`src/rtl/tt_um_andrewtron3000.sv`:
```
// Tiny Tapeout tile: 32-cell circular elementary cellular automaton.
// The rule number arrives on ui_in, and uo_out shows one 8-cell window of the row.
module tt_um_andrewtron3000 #(
    parameter logic [31:0] SEED = 32'h0001_0000
) (
    input  logic       clk,
    input  logic       rst_n,
    input  logic       ena,
    input  logic [7:0] ui_in,
    output logic [7:0] uo_out,
    input  logic [7:0] uio_in,
    output logic [7:0] uio_out,
    output logic [7:0] uio_oe
);

    logic [31:0] cells_q, cells_d;
    logic [7:0]  gen_q, gen_d;
    logic [31:0] step_row;
    logic        run;
    logic        load;
    logic [1:0]  sel;
    logic [4:0]  win_base;
    logic        unused_ok;

    assign run      = uio_in[0];
    assign load     = uio_in[1];
    assign sel      = uio_in[3:2];
    assign win_base = {sel, 3'b000};

    // The higher index is the left neighbour, and the row wraps at both ends.
    // Each new cell reads the live rule bit picked by its 3-cell neighbourhood.
    for (genvar gi = 0; gi < 32; gi++) begin : g_cell
        localparam int LEFT  = (gi + 1) % 32;
        localparam int RIGHT = (gi + 31) % 32;
        logic [2:0] nbr_idx;
        assign nbr_idx      = {cells_q[LEFT], cells_q[gi], cells_q[RIGHT]};
        assign step_row[gi] = ui_in[nbr_idx];
    end

    always_comb begin
        cells_d = cells_q;
        gen_d   = gen_q;
        if (ena) begin
            if (load) begin
                cells_d[win_base +: 8] = ui_in;
            end else if (run) begin
                cells_d = step_row;
                gen_d   = gen_q + 8'd1;
            end
        end
    end

    always_ff @(posedge clk or negedge rst_n) begin
        if (!rst_n) begin
            cells_q <= SEED;
            gen_q   <= 8'd0;
        end else begin
            cells_q <= cells_d;
            gen_q   <= gen_d;
        end
    end

    assign uo_out  = cells_q[win_base +: 8];
    assign uio_out = {gen_q[3:0], 4'b0000};
    assign uio_oe  = 8'hF0;

    assign unused_ok = &{1'b0, uio_in[7:4], gen_q[7:4]};

endmodule

```
`config.mk`:
```
export PLATFORM = sky130hd
export DESIGN_NAME = tt_um_andrewtron3000
export DESIGN_NICKNAME = d
export VERILOG_FILES = /design/src/rtl/tt_um_andrewtron3000.sv
export SDC_FILE = /design/constraint.sdc
export NUM_CORES = 1
export LEC_CHECK = 0
export BUFFER_PORTS_ARGS = -buffer_cell sky130_fd_sc_hd__buf_2
export CELL_PAD_IN_SITES_DETAIL_PLACEMENT = 1
export CELL_PAD_IN_SITES_GLOBAL_PLACEMENT = 1
export CORE_MARGIN = 1
export CORE_UTILIZATION = 48
export CTS_CLUSTER_SIZE = 20
export DETAILED_ROUTE_END_ITERATION = 12
export PLACE_DENSITY_LB_ADDON = 0.1
export SYNTH_ARGS = -nofsm -noshare
export SYNTH_HDL_FRONTEND = slang
export SYNTH_SLANG_ARGS = --single-unit
```
`constraint.sdc`:
```
create_clock -name clk -period 2 [get_ports clk]
set_input_delay 0.3 -clock clk [delete_from_list [all_inputs] [get_ports clk]]
set_output_delay 0.3 -clock clk [all_outputs]
set_load 0.1 [all_outputs]
```
### Yosys cells after proc, flatten, opt, wreduce, memory -nomap -nowiden

Index checks and enable logic that the tools add are counted.

* RAM bits: 0
* output and inout bits: 24
* bits in latches: 0
* bits of input ports: 19
* memory bits (read-only): 0
* flip-flop bits (word level): 40
* word-level logic and storage cells: 110
* memories kept: 0

* multiplexer cells: 67
* multiply operators: 0
* add/subtract/negate cells: 2
* $lt $le $gt $ge: 32
* divide/modulo/power cells: 0
* reduce and logical (&&, ||, !) cells: 3
* bitwise logic cells: 1
* equality and inequality tests: 0
* shifts and indexed selects: 3

Operators by type and width (count)
* < comparator 3 x 4 -> 1 bit (second input constant): 32
* binary-select mux 1 bit (select 3 bit): 32
* two-way mux 32 bit: 2
* bitwise mux 32 bit: 1
* two-way mux 1 bit: 32
* variable shift 8 x 7 -> 32 bit (first input constant): 1
* variable part select 32 x 6 -> 8 bit: 1
* variable part select 8 x 7 -> 32 bit: 1
* adder 8 x 1 -> 8 bit (second input constant): 1
* negation 5 -> 7 bit: 1
* AND reduction 3 bit: 1
* AND reduction 2 bit: 1
* nonzero test 2 bit: 1
* inverter 1 bit: 1

### Longest topological paths before layout

* depth in word-level cells: 4
* mapped depth: 8
* depth with buffers taken out: 6

### Worst setup path after synthesis

No wires, ideal clock.

* path kind: input port to flip-flop
* start point: input uio_in[3]
* end point: register cells_q[10]
* setup slack: 0.177 ns
* arrival: 1.756 ns
* library setup time: 0.067 ns
* data required time: 1.933 ns
* stages on the path: 7
* buffers on the path: 1
* cells stage by stage: clkbuf_1 -> inv_1 -> ha_1 -> nand3b_1 -> nor4_4 -> a22oi_1 -> nand2_1

* longest elaborated chain between the ends: 4

Ends and longest elaborated chain
* start, declared: RTL line 11 `input logic [7:0] uio_in,`
* negation 5 -> 7 bit *: RTL line 45 `cells_d[win_base +: 8] = ui_in;`
* variable part select 8 x 7 -> 32 bit or variable shift 8 x 7 -> 32 bit (tied branches): RTL line 45
* bitwise mux 32 bit *: RTL line 45
* two-way mux 32 bit *: RTL line 44 `if (load) begin`
* end signal, assigned: RTL line 58 `cells_q <= cells_d;`
* end, declared: RTL line 16 `logic [31:0] cells_q, cells_d;`

Every way passes the cells marked *; elsewhere a longest branch is shown, timed or not.
A chain may end at the register's enable or synchronous reset.

### Worst setup path in the final report

* start point: register cells_q[18]
* end point: output uo_out[2]

* longest elaborated chain between the ends: 1

Ends and longest elaborated chain
* variable part select 32 x 6 -> 8 bit: RTL line 63 `assign uo_out = cells_q[win_base +: 8];`
* end, declared: RTL line 10 `output logic [7:0] uo_out,`

Every way passes these cells.

==> results.md <==
* Worst r2r src: cells_q[16]$_DFFE_PN1P_
* Setup crit end kind: output port
* Seq cells post-synth at 36
* Clk Latency, worst-skew pair at 0.30 ns
* Commonest non-fill, non-tap cell in the layout: mux4_2
* # Max-Cap Violations at 0
* Vias in the first global route at 3,565
* Final worst-path setup slack at 0.0304 ns
* Pre-CTS setup slack at 0.0286 ns
* Main synth FF type: dfrtp_1
* Initial antenna violation count at 0
* Pin count of the biggest net entering global routing at 30
* CTS tree: done
* Worst Tran Pin Value at 0.642 ns
* EDFF count, synth at 0
* Sequential cell area at 910 um2
* Share of layout cells above drive strength 1 at 31.1%
* HP Start: ui_in[5]
* Pins Over Slew Limit at 0
* Worst-path clk slew at 0.08 ns
* Clock network power share at 11.3%
* PortBufs at 26
* Worst rel slew slack at 57.2%
* Die X at 94.6 um
* Switching part of the total at 49.9%
* Via count at 3,563
* Area growth syn-to-layout at 9.31%
* Total track usage at 30.3%
* Total of warnings raised by yosys at 0
* Total Die Area at 8940 um2
* R2r setup slk at 0.21 ns
* Post-DRT Antenna Nets at 0
* Num ports at 43
* Final period util at 98.5%
* Synth Instances at 403
* Die Height at 94.6 um
* GP Congestion at 0.827
* Slowest-stage cell, CP: mux4_2
* Core area at 8260 um2
* Dominant cell type by area after synthesis: mux4_2
* RSZ-0062 raised after global routing: false
* Cell row count at 33
* Detailed Place HPWL at 8.86 mm
* H-Tree Depth at 2
* DR iter-0 viols at 307
* Sequential share of power at 28.5%
* Sw Pwr at 0.00299 W
* Fill cells at 937
* Multi-input logic area at 2850 um2
* FF-to-FF End: cells_q[16]$_DFFE_PN1P_
* FF-to-FF path depth at 3
* Hold Crit Depth at 2
* Crit start category: flip-flop
* DR WL/cell at 24.7 um
* Power Density at 1340 nW/um2
* Final worst path period need at 1.97 ns
* Root buf cell: clkbuf_8
* CTS sink count at 36
* Nets at 439
* Gr ovfl total at 0
* Met2 Wirelength at 6.41 mm
* Power Internal at 0.00301 W
* Setup Skew at 0.00347 ns
* Post-CTS setup repair buffer count at 0
* Async SR Flop Fraction at 100%
* Worst Path Required at 1.70 ns
* Most frequent cells in the layout: 44 x mux4_2, 39 x nand2_1, 38 x buf_4
* DRT Pass-1 Iters at 4
* Crit path largest cell delay at 0.54 ns
* Status: completed
* Logic gate share of total power at 60.2%
* Share of the synthesized area in the top cell type at 24.1%
* Vias per Instance at 6.85
* Setup CP Type: flip-flop to output port
* Final Hold Violating Endpoints at 0
* First-pass GRT wire length at 20.2 mm
* Post-synth cell types at 46
* Fraction of the yosys area taken by sequential cells at 21.9%
* VDD IR-drop max at 498 uV
* WL final at 12.8 mm
* Clk buf depth at 2
* Area of the mapped netlist at 4110 um2
* Fmax at 508 MHz
* Top Layer Used: met4
* Critical Path Fanout Max at 9
* CTS Buf Count at 5
* M1 WL at 5.48 mm
* Synthesized area per cell at 10.2 um2
* Top cells by area, synth: mux4_2 24%, dfrtp_1 21%, mux4_1 5.1%
* Diodes inserted at 0
* Met3 routed WL at 756 um
* Pleak at 1.78 nW
* Hold endpoint: cells_q[21]$_DFFE_PN0P_
* Crit-path cells: mux4_2 -> buf_2
* WP data arrival at 1.67 ns
* Final setup vio count at 0
* DRC at 0
* Final TNS setup at 0 ns
* Initial Utilization at 49.8%
* Min-delay worst type: primary input to flip-flop
-- cell usage after synthesis (4+ instances only) --
master,instances
nand3_1,13
a21oi_1,5
buf_4,13
nor2_1,10
clkbuf_1,32
nand2_1,39
a221o_1,8
dfrtp_1,35
a2111oi_0,5
nor2b_1,6
a31oi_1,8
mux4_1,8
nand2b_1,32
mux4_2,44
buf_1,8
o211ai_1,6
inv_1,8
o2111ai_1,8
a21boi_0,9
ha_1,6
buf_2,14
buf_6,4
mux2i_1,6
nand4b_1,18
o21ai_1,7
a22oi_1,18
-- worst max-delay path, delay by kind of cell, from the launching register on --
kind / cells / cell delay, ns
buffers and inverters: 1 / 0.31
flip-flops: 1 / 0.52
multiplexers: 1 / 0.54
-- how the worst max path moves through the flow --
stage	from	to	slack (ns)	cells after the start
global route	cells_q[18]$_DFFE_PN0P_	uo_out[2]	0.005	2
detailed placement	uio_in[2]	cells_q[31]$_DFFE_PN0P_	0.03	7
finish	cells_q[18]$_DFFE_PN0P_	uo_out[2]	0.03	2
floorplan	uio_in[3]	cells_q[10]$_DFFE_PN0P_	0.18	7
CTS	cells_q[14]$_DFFE_PN0P_	uo_out[6]	0.03	2
global placement	uio_in[2]	cells_q[30]$_DFFE_PN0P_	0.07	7
-- area by class of cell --
type | count | area share (%)
inverter | 8 | 0.668
clock buffer | 5 | 1.53
tap | 105 | 2.92
clock inverter | 3 | 0.946
sequential | 36 | 20.2
timing repair buffer | 66 | 10.3
multi-input combinational | 297 | 63.4
-- repair_timing --
action                                 CTS  global route
gates resized for setup                  2             6
setup endpoints to repair                2             5
hold buffers                             1             0
endpoints found under the hold margin   18             0
-- routing by layer --
| layer | vias to the layer above | GRT usage, % |
|---|---|---|
| li1 | 1558 | - |
| met5 | - | 0 |
| met4 | 0 | 8.46 |
| met1 | 1859 | 42.8 |
| met2 | 131 | 49.0 |
| met3 | 15 | 4.03 |
-- power groups by stage --
stage | registers (W) | logic (W) | clock network (W)
2_1_floorplan | 0.00152 | 0.00303 | 0
3_3_place_gp | 0.00168 | 0.00349 | 0
3_5_place_dp | 0.00171 | 0.00359 | 0
4_1_cts | 0.00170 | 0.00361 | 0.000687
5_1_grt | 0.00179 | 0.00386 | 0.000719
6_report | 0.00171 | 0.00362 | 0.000677
-- kinds of logic after synthesis --
| family | after synthesis | share of synthesized area (%) |
|---|---|---|
| and+or+nand+nor | 134 | 19.4 |
| AOI/OAI and AO/OA | 84 | 15.6 |
| buffers and inverters | 80 | 9.67 |
| muxes | 58 | 30.7 |
| DFF | 36 | 21.9 |
| adders and majority gates | 6 | 1.83 |
| xor gates and xnor gates | 3 | 0.639 |
| other | 2 | 0.183 |
-- sequential cells by signal, summed over array words and instances, names as in the netlist --
register,flops
cells_q,32
gen_q,4
-- stage by stage --
stage                     instance area, um2  total power [W]  hold WS, ns  std cells  utilization (%)
after floorplan                         4150          0.00454      0.00441        413                -
after global placement                  4360          0.00517        0.297        511             52.8
after detailed placement                4360          0.00530        0.293        511             52.8
after CTS                               4490          0.00599        0.408        520             54.3
after global routing                    4500          0.00637        0.424        520             54.4
final                                   4500          0.00600        0.412        520             54.4
Power figures use the tool's default switching activity.
